**src/rtl/axis_cpu_dispatch_pkg.sv**
```systemverilog
// rtl/axis_cpu_dispatch_pkg.sv - shared types and constants for the axis_cpu packet dispatcher
package axis_cpu_dispatch_pkg;

  // Dispatch FSM: IDLE picks a lane per packet, LOCKED holds it until din TLAST.
  typedef enum logic {
    DISP_IDLE   = 1'b0,
    DISP_LOCKED = 1'b1
  } disp_state_t;

  // Per-lane in-flight packet counter width (MAX_OUTSTANDING <= 7).
  localparam int CREDIT_W = 3;

endpackage

```
**src/rtl/axis_cpu_order_fifo.sv**
```systemverilog
// rtl/axis_cpu_order_fifo.sv - order FIFO holding the lane index of every dispatched packet
// Ports:
//   clk, rst         clock, asynchronous active-high reset
//   push_i, din_i    write a lane index (ignored when full)
//   pop_i, dout_o    remove the head entry (ignored when empty); dout_o shows the head
//   full_o, empty_o  registered occupancy flags
module axis_cpu_order_fifo #(
  parameter int WIDTH      = 2,
  parameter int DEPTH_LOG2 = 4
) (
  input  logic             clk,
  input  logic             rst,
  input  logic             push_i,
  input  logic             pop_i,
  input  logic [WIDTH-1:0] din_i,
  output logic [WIDTH-1:0] dout_o,
  output logic             full_o,
  output logic             empty_o
);

  localparam int DEPTH = 1 << DEPTH_LOG2;

  logic [WIDTH-1:0]      mem_q [DEPTH];
  logic [DEPTH_LOG2-1:0] wr_ptr_q;
  logic [DEPTH_LOG2-1:0] rd_ptr_q;
  logic [DEPTH_LOG2:0]   count_q;
  logic [DEPTH_LOG2:0]   count_d;
  logic                  full_q;
  logic                  empty_q;
  logic                  do_push;
  logic                  do_pop;

  // Push looks only at the registered full flag, so a same-cycle pop never
  // opens room for a push (no pop-to-push combinational path).
  assign do_push = push_i && !full_q;
  assign do_pop  = pop_i && !empty_q;

  always_comb begin
    count_d = count_q;
    if (do_push && !do_pop) begin
      count_d = count_q + 1'b1;
    end else if (do_pop && !do_push) begin
      count_d = count_q - 1'b1;
    end
  end

  always_ff @(posedge clk or posedge rst) begin
    if (rst) begin
      wr_ptr_q <= '0;
      rd_ptr_q <= '0;
      count_q  <= '0;
      full_q   <= 1'b0;
      empty_q  <= 1'b1;
    end else begin
      if (do_push) begin
        wr_ptr_q <= wr_ptr_q + 1'b1;
      end
      if (do_pop) begin
        rd_ptr_q <= rd_ptr_q + 1'b1;
      end
      count_q <= count_d;
      full_q  <= (count_d == (DEPTH_LOG2 + 1)'(DEPTH));
      empty_q <= (count_d == '0);
    end
  end

  // Storage needs no reset; the pointers define which entries are valid.
  always_ff @(posedge clk) begin
    if (do_push) begin
      mem_q[wr_ptr_q] <= din_i;
    end
  end

  assign dout_o  = mem_q[rd_ptr_q];
  assign full_o  = full_q;
  assign empty_o = empty_q;

endmodule

```
**src/rtl/axis_cpu_dispatch.sv**
```systemverilog
// rtl/axis_cpu_dispatch.sv - round-robin packet dispatcher over N axis_cpu lanes with in-order collection
// Ports:
//   clk, rst                     clock, asynchronous active-high reset
//   din_T*                       network-side input packet stream
//   cpu_din_T*                   per-lane streams to CPU inputs (TDATA/TLAST broadcast, TVALID per lane)
//   cpu_dout_T*                  per-lane result streams from CPU outputs
//   dout_T*                      network-side output packet stream, in dispatch order
module axis_cpu_dispatch
  import axis_cpu_dispatch_pkg::*;
#(
  parameter int N_CPUS           = 4,
  parameter int IDX_WIDTH        = 2,
  parameter int ORDER_DEPTH_LOG2 = 4,
  parameter int MAX_OUTSTANDING  = 2
) (
  input  logic                   clk,
  input  logic                   rst,
  input  logic [31:0]            din_TDATA,
  input  logic                   din_TVALID,
  output logic                   din_TREADY,
  input  logic                   din_TLAST,
  output logic [32*N_CPUS-1:0]   cpu_din_TDATA,
  output logic [N_CPUS-1:0]      cpu_din_TVALID,
  input  logic [N_CPUS-1:0]      cpu_din_TREADY,
  output logic [N_CPUS-1:0]      cpu_din_TLAST,
  input  logic [32*N_CPUS-1:0]   cpu_dout_TDATA,
  input  logic [N_CPUS-1:0]      cpu_dout_TVALID,
  output logic [N_CPUS-1:0]      cpu_dout_TREADY,
  input  logic [N_CPUS-1:0]      cpu_dout_TLAST,
  output logic [31:0]            dout_TDATA,
  output logic                   dout_TVALID,
  input  logic                   dout_TREADY,
  output logic                   dout_TLAST
);

  disp_state_t                          state_q;
  logic [IDX_WIDTH-1:0]                 sel_lane_q;
  logic [IDX_WIDTH-1:0]                 rr_ptr_q;
  logic [N_CPUS-1:0][CREDIT_W-1:0]      credit_q;
  logic [N_CPUS-1:0][CREDIT_W-1:0]      credit_d;

  logic                 cand_found;
  logic [IDX_WIDTH-1:0] cand_idx;
  logic [IDX_WIDTH-1:0] rr_ptr_d;
  logic [IDX_WIDTH-1:0] disp_lane;
  logic                 route_en;
  logic                 push;
  logic                 pop;
  logic                 din_hs;
  logic                 fifo_full;
  logic                 fifo_empty;
  logic [IDX_WIDTH-1:0] fifo_head;
  logic [31:0]          lane_dout_data [N_CPUS];

  // Round-robin search starting at rr_ptr for a lane below its credit limit.
  always_comb begin
    int                   j;
    logic [IDX_WIDTH-1:0] lane_j;
    cand_found = 1'b0;
    cand_idx   = '0;
    j          = 0;
    lane_j     = '0;
    for (int k = 0; k < N_CPUS; k++) begin
      j = int'(rr_ptr_q) + k;
      if (j >= N_CPUS) begin
        j = j - N_CPUS;
      end
      lane_j = IDX_WIDTH'(j);
      if (!cand_found && (credit_q[lane_j] < CREDIT_W'(MAX_OUTSTANDING))) begin
        cand_found = 1'b1;
        cand_idx   = lane_j;
      end
    end
    // No new packet may start unless its lane index can be recorded.
    if (fifo_full) begin
      cand_found = 1'b0;
    end
  end

  assign rr_ptr_d  = (cand_idx == IDX_WIDTH'(N_CPUS - 1)) ? '0 : cand_idx + 1'b1;
  assign disp_lane = (state_q == DISP_LOCKED) ? sel_lane_q : cand_idx;
  assign route_en  = (state_q == DISP_LOCKED) || cand_found;

  // Handshake outputs are forced low during reset even though the state is
  // already cleared, because the idle pool would otherwise look ready.
  assign din_TREADY    = !rst && route_en && cpu_din_TREADY[disp_lane];
  assign din_hs        = din_TVALID && din_TREADY;
  assign push          = din_hs && (state_q == DISP_IDLE);
  assign cpu_din_TDATA = {N_CPUS{din_TDATA}};
  assign cpu_din_TLAST = {N_CPUS{din_TLAST}};

  assign dout_TDATA  = lane_dout_data[fifo_head];
  assign dout_TLAST  = cpu_dout_TLAST[fifo_head];
  assign dout_TVALID = !rst && !fifo_empty && cpu_dout_TVALID[fifo_head];
  assign pop         = dout_TVALID && dout_TREADY && dout_TLAST;

  for (genvar g = 0; g < N_CPUS; g++) begin : g_lane
    logic lane_inc;
    logic lane_dec;

    assign lane_dout_data[g]  = cpu_dout_TDATA[32*g +: 32];
    assign cpu_din_TVALID[g]  = !rst && route_en && (disp_lane == IDX_WIDTH'(g)) && din_TVALID;
    assign cpu_dout_TREADY[g] = !rst && !fifo_empty && (fifo_head == IDX_WIDTH'(g)) && dout_TREADY;

    assign lane_inc = push && (cand_idx == IDX_WIDTH'(g));
    assign lane_dec = pop && (fifo_head == IDX_WIDTH'(g)) && (credit_q[g] != '0);
    // Push and pop on the same lane cancel out.
    assign credit_d[g] = (lane_inc && !lane_dec) ? credit_q[g] + 1'b1 :
                         (lane_dec && !lane_inc) ? credit_q[g] - 1'b1 :
                                                   credit_q[g];
  end

  always_ff @(posedge clk or posedge rst) begin
    if (rst) begin
      state_q    <= DISP_IDLE;
      sel_lane_q <= '0;
      rr_ptr_q   <= '0;
    end else begin
      case (state_q)
        DISP_IDLE: begin
          if (push) begin
            rr_ptr_q <= rr_ptr_d;
            if (!din_TLAST) begin
              state_q    <= DISP_LOCKED;
              sel_lane_q <= cand_idx;
            end
          end
        end
        DISP_LOCKED: begin
          if (din_hs && din_TLAST) begin
            state_q <= DISP_IDLE;
          end
        end
        default: state_q <= DISP_IDLE;
      endcase
    end
  end

  always_ff @(posedge clk or posedge rst) begin
    if (rst) begin
      credit_q <= '0;
    end else begin
      credit_q <= credit_d;
    end
  end

  axis_cpu_order_fifo #(
    .WIDTH      (IDX_WIDTH),
    .DEPTH_LOG2 (ORDER_DEPTH_LOG2)
  ) u_order_fifo (
    .clk     (clk),
    .rst     (rst),
    .push_i  (push),
    .pop_i   (pop),
    .din_i   (cand_idx),
    .dout_o  (fifo_head),
    .full_o  (fifo_full),
    .empty_o (fifo_empty)
  );

  // A result TLAST from a lane with no packet in flight breaks the contract.
  a_no_credit_underflow : assert property (
    @(posedge clk) disable iff (rst) pop |-> (credit_q[fifo_head] != '0)
  );

endmodule

```
**config.mk**
```make
export PLATFORM = sky130hd
export DESIGN_NAME = axis_cpu_dispatch
export DESIGN_NICKNAME = d
export VERILOG_FILES = /design/src/rtl/axis_cpu_dispatch_pkg.sv /design/src/rtl/axis_cpu_order_fifo.sv /design/src/rtl/axis_cpu_dispatch.sv
export SDC_FILE = /design/constraint.sdc
export NUM_CORES = 1
export LEC_CHECK = 0
export CAP_MARGIN = 20
export CELL_PAD_IN_SITES_DETAIL_PLACEMENT = 1
export CELL_PAD_IN_SITES_GLOBAL_PLACEMENT = 2
export CORE_MARGIN = 1
export CORE_UTILIZATION = 19
export DETAILED_ROUTE_END_ITERATION = 16
export PLACE_DENSITY = 0.88
export SETUP_SLACK_MARGIN = 0.3
export SYNTH_ARGS = -nofsm -noshare
export SYNTH_HDL_FRONTEND = slang
export SYNTH_SLANG_ARGS = --single-unit
```
**constraint.sdc**
```tcl
create_clock -name clk -period 5 [get_ports clk]
set_input_delay 1.5 -clock clk [delete_from_list [all_inputs] [get_ports clk]]
set_output_delay 1.5 -clock clk [all_outputs]
set_load 0.02 [all_outputs]
```
# Word level (Yosys, flattened, before mapping)
# Memories as Yosys holds them, arrays and structs flattened.
# Cells that the tools add are included.
totals:
  in_bits: 177
  mem_count: 1
  ramBits: 32
  ff_bits: 32
  wordCells: 192
memory_table:
  columns: ["memory", "words", "word_bits", "read_ports", "rd_clocked_by_memory_dff", "wr", "line", "rtl"]
  rows:
  - ["u_order_fifo.mem_q", 16, 2, 1, 0, 1, "axis_cpu_order_fifo.sv:23", "logic [WIDTH-1:0] mem_q [DEPTH];"]
op_classes:
  n_reduce_logical: 83
  bitwise_logic: 3
  eq_ne: 10
  n_lt_le_gt_ge: 15
  addsub: 20
  mux: 48
op_table:
  columns: ["op", "n"]
  rows:
  - ["$bmux 32 s2", 1]
  - ["$mux 32", 2]
  - ["$logic_and 1x1->1", 52]
  - ["$mux 3", 12]
  - ["$bmux 3 s2", 4]
  - ["$mux 2", 10]
  - ["$lt 2x3->1 const B", 6]
  - ["$logic_not 1->1", 16]
  - ["$mux 1", 13]
  - ["$add 3x1->3 const B", 4]
  - ["$eq 2x2->1 const B", 6]
  - ["$ge 3x3->1 const B", 4]
  - ["$lt 3x2->1 const B", 4]
  - ["$reduce_bool 3->1", 4]
  - ["$sub 3x1->3 const B", 4]
  - ["$mux 5", 2]
  - ["$add 4x1->4 const B", 2]
  - ["$reduce_bool 2->1", 4]
  - ["$sub 2x1->2 const B", 4]
  - ["$add 2x2->3 const B", 2]
  - ["$bmux 1 s2", 3]
  - ["$eq 2x1->1 const B", 3]
  - ["$logic_not 2->1", 3]
  - ["$add 5x1->5 const B", 1]
  - ["12 further kinds", 13]

# Depth between registers and ports, before layout
# Gate-level depths: netlist (run 1).
logic_depth:
  ltp_word: 27
  depth_mapped: 15
  ltp_nobuf: 13

# Modules after synthesis
# A second synthesis (run 1) with hierarchy kept.
unflattened:
  hier_cells: 471
  area_unflattened_um2: 5426.5
modules_own_cells:
  columns: ["module", "n_inst", "seq_area_each_um2", "cells_each", "area_each_um2"]
  rows:
  - ["axis_cpu_dispatch", 1, 425.4, 322, 3194.3]
  - ["axis_cpu_order_fifo", 1, 1337.5, 149, 2232.1]

# Worst setup path before layout (run 1)
# No wires, ideal clock.
synth_path:
  path_kind: "in2out"
  from: "input cpu_din_TREADY[1]"
  to: "output din_TREADY"
  arrival_time_ns: 2.493
  stages: 6
  path_slack_ns: 1.007
  path_buffers: 0
  path_cell_list: "nor2b_1 -> inv_1 -> mux2_1 -> nand3_1 -> a21boi_0 -> and2_1"
synth_between:
  elab_chain_len: 3
synth_rtl:
  columns: ["element", "line", "rtl"]
  rows:
  - ["from (decl)", "axis_cpu_dispatch.sv:24", "input logic [N_CPUS-1:0] cpu_din_TREADY,"]
  - ["$bmux 1 s2", "axis_cpu_dispatch.sv:86", "assign din_TREADY = !rst && route_en && cpu_din_TREADY[disp_lane];"]
  - ["$mux 1 (implied by the code)", "axis_cpu_dispatch.sv:86", null]
  - ["$logic_and 1x1->1", "axis_cpu_dispatch.sv:86", null]
  - ["to (decl)", "axis_cpu_dispatch.sv:20", "output logic din_TREADY,"]
# Every way passes these cells. The select of a mux whose other input is x is not followed.

# Final worst setup path (run 1)
# Ends and elaborated chain as after synthesis.

==> metrics.cfg, run 1 <==
[layout]
drive_gt1_frac=0.09600
regArea_sq_um=1763
fin_util=0.2588
nets=941
diodes=0
fill_cells=3377
multi_input_area_sq_um=2675
final_cells=1134
area_growth_pct=33.39

[die]
die-area_sq_um=30070
die-height_microns=173.4
start_util=0.1940
die_w_microns=173.4
core-area_sq_um=28780
ios=352
core.rowCount=62

[drt]
routedWlPerCell_microns=16.05
first_pass_iters=5
detail-route-antenna-nets=0
routed_wl_microns=18200
via_per_inst=4.258
vias=4829
drt_iter0_markers=237
drc_errors=0

[sta]
tightest_slew_ns=0.5820
slew_headroom=0.6020
period_share=0.9570
drv_slew=0
fin_crit_ns=4.785
max_freq_ghz=0.2090
setup_viol=0
setup-tns-final_ns=0
finalHoldViolCount=0
rsz0062_at_grt=yes
fin_skew_ns=0.004814
fin_hold_ws_ns=0.5139

[synth]
ys_warn_count=0
synthTopCellsByArea=buf_4, edfxtp_1, dfrtp_1
avgSynthCellArea_sq_um=8.126
ys_ff_latch=64
syn-num-nets=883
synth_top_area_cell=buf_4
synth_async_sr_flop_share=0.5000
synth_edf_count=32
yosysSeqAreaShare=0.3158
yosys.cell_count.top_type=nand2_1
synth_top_area_share=0.1788
synth_area_sq_um=5583
synth_commonest_cells=nand2_1, buf_4, nor2_1
ys.flop_type=edfxtp_1
synth_cells=687
yosys.cell_types.count=62

[critical_path]
worstSetupPathType=input port to output port
cp-start-kind=input port
cpPeakStageDelay_ns=0.49
worstPathMaxFanout=2
worstPathRequired_ns=3.50
crit_family=buffers and inverters
cpMaxStageDelayCell=clkdlybuf4s50_1
cp.arrival_ns=3.28
path_buf_inv=4
crit_chain=clkdlybuf4s50_1, nor2b_4, inv_1, mux2_1, nand3_1, a21boi_1, buf_4, and2_1, clkdlybuf4s15_2
worst_setup_path_end_kind=output port
r2r_slack_ns=1.02

[placed_design]
dpl.hpwl_microns=14010
io_buffers=191
gp_congestion=0.7911
place_inst=1118

[clock_network]
cts_tree=yes
post_cts_buffers=0
cts_max_path_buffers=2
cts.clk_slew.worst_paths_ns=0.05
h-tree-depth=3
clockRootBuffer=clkbuf_16
clk_latency_ns=0.34
numCtsBuffers=9
cts.sinks=64

[pwr]
power.static_leakage_nw=3.208
power_density_nw_per_um2=777.3
peakVddDrop_mv=0.3271
p_total_w=0.005788

[grt]
grt.total_usage=0.1198
antenna_found_initial=1
grt_pass1_vias=5156
gr-total-overflow=0
grt_pass1_wl_microns=28400
grt_max_degree=69

[job]
drv_cap=0

[min_path]
worst_hold_path_type=flop to flop

[status]
outcome=completed

area by class of cell:
| cell class | instances | share of cell area |
|---|---|---|
| flip-flops and latches | 64 | 0.2367 |
| repair buffers | 210 | 0.2868 |
| clock buffers | 9 | 0.03024 |
| well taps | 384 | 0.06452 |
| inverters | 13 | 0.006552 |
| multi-input cells | 447 | 0.3592 |
| clock inverters | 7 | 0.01596 |
placed cells by master, fill, tap and decap left out, drive strengths merged, types with 13 or more instances in the layout:
cell / Yosys / layout
dfrtp: 31 / 31
nor3: 13 / 13
ha: 15 / 15
clkdlybuf4s50: 0 / 148
dlymetal6s2s: 0 / 22
nor2: 71 / 71
dlygate4sd2: 0 / 20
buf: 139 / 19
inv: 13 / 14
nand2: 184 / 184
edfxtp: 32 / 32
a31oi: 33 / 33
layer usage:
layer | track usage | share of wire
met1 | 0.1299 | 0.39
met2 | 0.2207 | 0.51
met3 | 0.03794 | 0.073
met4 | 0.03503 | 0.020
met5 | 0 | 0
kinds of logic after synthesis:
logic type,share of synthesized area
AO/OA/AOI/OAI,0.09817
XOR/XNOR,0.03294
adder cells (fa/ha/maj),0.04796
buffers and inverters,0.2120
flip-flops,0.3158
multiplexers,0.06544
AND/OR/NAND/NOR,0.2277
through the flow:
step,setup slack [ns],instance area [sq um]
after global placement,-0.1734,7039
after global routing,0.1328,7447
after detailed placement,-0.1939,7039
after CTS,0.1220,7380
after floorplan,1.007,5583
final,0.2150,7447
repair_timing:
action	in CTS	in global routing
gates resized for setup	28	26
pin swaps	0	2
setup endpoints to repair	36	23
hold buffers	0	0
cloned	0	0
power breakdown:
| part | switching (W) | internal (W) |
|---|---|---|
| sequential | 0.000194 | 0.000774 |
| clock | 0.000239 | 0.000487 |
| combinational | 0.00244 | 0.00166 |
| total | 0.00287 | 0.00292 |
final timing paths:
| kind | cells past startpoint | end | start |
|---|---|---|---|
| worst min register to register | 1 | u_order_fifo.count_q[4]$_DFF_PP0_ | u_order_fifo.count_q[4]$_DFF_PP0_ |
| min in group asynchronous | 4 | u_order_fifo.count_q[4]$_DFF_PP0_ | rst |
| worst min-delay path | 1 | u_order_fifo.count_q[4]$_DFF_PP0_ | u_order_fifo.count_q[4]$_DFF_PP0_ |
| worst max-delay path | 9 | din_TREADY | cpu_din_TREADY[1] |
| worst max register to register | 13 | credit_q[1]$_DFFE_PP0P_ | u_order_fifo.rd_ptr_q[0]$_DFFE_PP0P_ |
| max in group asynchronous | 4 | u_order_fifo.empty_o$_DFF_PP1_ | rst |
state kept, by name (all words and copies together), names as in the netlist, named ones only:
register / cells
u_order_fifo.mem_q: 32
u_order_fifo.count_q: 5
rr_ptr_q: 2
u_order_fifo.empty_o: 1
credit_q: 12
sel_lane_q: 2
u_order_fifo.wr_ptr_q: 4
u_order_fifo.rd_ptr_q: 4
u_order_fifo.full_o: 1
No activity file was read; power rests on OpenSTA's default activity.
==> run 2: changes to the inputs <==
--- a/config.mk
+++ b/config.mk
@@ -9,9 +9,9 @@
 export CELL_PAD_IN_SITES_DETAIL_PLACEMENT = 1
 export CELL_PAD_IN_SITES_GLOBAL_PLACEMENT = 2
 export CORE_MARGIN = 1
-export CORE_UTILIZATION = 19
+export CORE_UTILIZATION = 21
 export DETAILED_ROUTE_END_ITERATION = 16
-export PLACE_DENSITY = 0.88
+export PLACE_DENSITY = 0.95
 export SETUP_SLACK_MARGIN = 0.3
 export SYNTH_ARGS = -nofsm -noshare
 export SYNTH_HDL_FRONTEND = slang
==> constraint.sdc (replaced) <==
create_clock -name clk -period 5.91 [get_ports clk]
set_input_delay 1.773 -clock clk [delete_from_list [all_inputs] [get_ports clk]]
set_output_delay 1.773 -clock clk [all_outputs]
set_load 0.02 [all_outputs]
==> run 2 against run 1 <==
Net effect: global-route usage is 1.5 points higher; critical path type unchanged; largest power group unchanged; first-iteration DRC count is 14% lower; critical path depth stayed put; hold slack worse by 0.018 ns; routed wire length is 4.4% higher; sequential share of layout area is 0.54 points higher; critical endpoint unchanged; via count is 0.87% lower; sequential cell count stayed put; cell area is 2.2% lower; highest routed layer is now met5; die area is 9.4% lower; sequential power is 14% lower; register-to-register slack better by 0.58 ns.
==> metrics.cfg, run 2 (synthesized netlist as in run 1, its figures left out) <==
[status]
outcome=completed

[critical_path]
path_buf_inv=4
r2r_cells=12
worstPathMaxFanout=2
crit_chain=clkdlybuf4s50_1, nor2b_1, inv_1, mux2_1, nand3_1, a21boi_1, buf_4, and2_1, dlygate4sd2_1
worstPathRequired_ns=4.14
worstSetupPathType=input port to output port
cpMaxStageDelayCell=clkdlybuf4s50_1
worst_setup_path_end_kind=output port
cp.depth=9
crit_family=buffers and inverters
cp-start-kind=input port
cp.arrival_ns=3.67
cpPeakStageDelay_ns=0.47

[grt]
grt.total_usage=0.1351
grt_max_degree=27
grt_pass1_vias=4894
antenna_found_initial=1
grt_pass1_wl_microns=27680
gr-total-overflow=0

[min_path]
worst_hold_path_type=flop to flop
holdPathStages=1

[layout]
diodes=0
area_growth_pct=30.43
mostFrequentLayoutCell=clkdlybuf4s50_1
largest_register_ffs=32
drive_gt1_frac=0.09007
reg_top3=u_order_fifo.mem_q x32, credit_q x12, u_order_fifo.count_q x5
nets=946
fill_cells=3039
layout_common_cells=clkdlybuf4s50_1, nand2_1, nor2_1
top_register=u_order_fifo.mem_q

[job]
drv_cap=0

[sta]
fin_skew_ns=0.005274
finalHoldViolCount=0
period_share=0.9218
setup-tns-final_ns=0
slew_headroom=0.5616
drv_slew=0
max_freq_ghz=0.1836
setup_viol=0
tightest_slew_ns=0.6569
fin_crit_ns=5.448
rsz0062_at_grt=no

[clock_network]
cts.clk_slew.worst_paths_ns=0.05
clockRootBuffer=clkbuf_16
cts_tree=yes
h-tree-depth=3
cts_max_path_buffers=2
clk_latency_ns=0.33
cts.sinks=64
numCtsBuffers=9
postCtsHoldBufs=0

[drt]
drt_iter0_markers=203
routed_wl_microns=19000
detail-route-antenna-nets=0
vias=4787
wl_met1_microns=7775
met2_length_microns=9229
drc_errors=0
first_pass_iters=4
maxUsedRoutingLayer=met5
via_per_inst=4.392
wl_met3_microns=1567
routedWlPerCell_microns=17.43

[die]
core-area_sq_um=26060
core.rowCount=59
ios=352
die_w_microns=165.1
die-area_sq_um=27240
die-height_microns=165.1
start_util=0.2142

[pwr]
peakVddDrop_mv=0.3412
power_density_nw_per_um2=697.4
power.static_leakage_nw=2.925
p_total_w=0.005078

[placed_design]
gp_congestion=0.8299
dpl.hpwl_microns=14820
io_buffers=191

[run 2: cell types whose count changed in the layout (fill, tap and decap cells not counted), moves of 2 or more]
cell	before	now
a22oi_1	2	5
a22oi_2	3	0
buf_12	4	0
buf_4	15	24
clkbuf_1	0	3
clkdlybuf4s50_1	148	190
dlygate4sd2_1	20	1
dlymetal6s2s_1	22	0
nor2_1	69	71
nor2_2	2	0
[run 2: report_power, final]
part	leakage [nW]	switching [W]	internal, W
Clock	0.148	0.000181	0.000367
Sequential	0.680	0.000171	0.000657
Combinational	2.10	0.00216	0.00154
Total	2.93	0.00251	0.00256
[run 2: metrics by stage]
| stage | instances | util | setup slack [ns] | hold slack (ns) | instance area [sq um] |
|---|---|---|---|---|---|
| global route | 1090 | 0.2794 | 0.3046 | 0.5129 | 7282 |
| detailed placement | 1074 | 0.2673 | 0.1094 | 0.4814 | 6965 |
| floorplan | 687 | - | 1.371 | 0.4574 | 5583 |
| global placement | 1074 | 0.2673 | 0.08258 | 0.4757 | 6965 |
| finish | 1090 | 0.2794 | 0.4622 | 0.4958 | 7282 |
| CTS | 1090 | 0.2790 | 0.3210 | 0.4925 | 7271 |
[run 2: path summary, 6_finish.rpt]
kind,from,to,slack [ns]
worst max register to register,u_order_fifo.rd_ptr_q[0]$_DFFE_PP0P_,u_order_fifo.full_o$_DFF_PP0_,1.60
worst max-delay path,cpu_din_TREADY[1],din_TREADY,0.46
min in group asynchronous,rst,u_order_fifo.full_o$_DFF_PP0_,1.83
worst min register to register,u_order_fifo.count_q[4]$_DFF_PP0_,u_order_fifo.count_q[4]$_DFF_PP0_,0.50
max in group asynchronous,rst,u_order_fifo.empty_o$_DFF_PP1_,3.39
worst min-delay path,u_order_fifo.count_q[4]$_DFF_PP0_,u_order_fifo.count_q[4]$_DFF_PP0_,0.50
[run 2: per-layer routing]
layer	vias to the layer above	GRT usage
met4	2	0.04420
met5	-	0
met3	31	0.04396
li1	2296	-
met2	216	0.2370
met1	2242	0.1533
[run 2: layout make-up]
cell class | instances | area, sq um | share of cell area
clock buffers | 12 | 236.5 | 0.03247
clock inverters | 4 | 68.82 | 0.009450
inverters | 13 | 48.80 | 0.006701
multi-input cells | 447 | 2655 | 0.3646
flip-flops and latches | 64 | 1763 | 0.2421
well taps | 335 | 419.2 | 0.05756
repair buffers | 215 | 2091 | 0.2871
[run 2: timing repair]
| item | 4_1_cts | 5_1_grt |
|---|---|---|
| pin swaps | 0 | 1 |
| setup buffers | 0 | 0 |
| gates resized for setup | 2 | 3 |
| setup endpoints to repair | 3 | 4 |
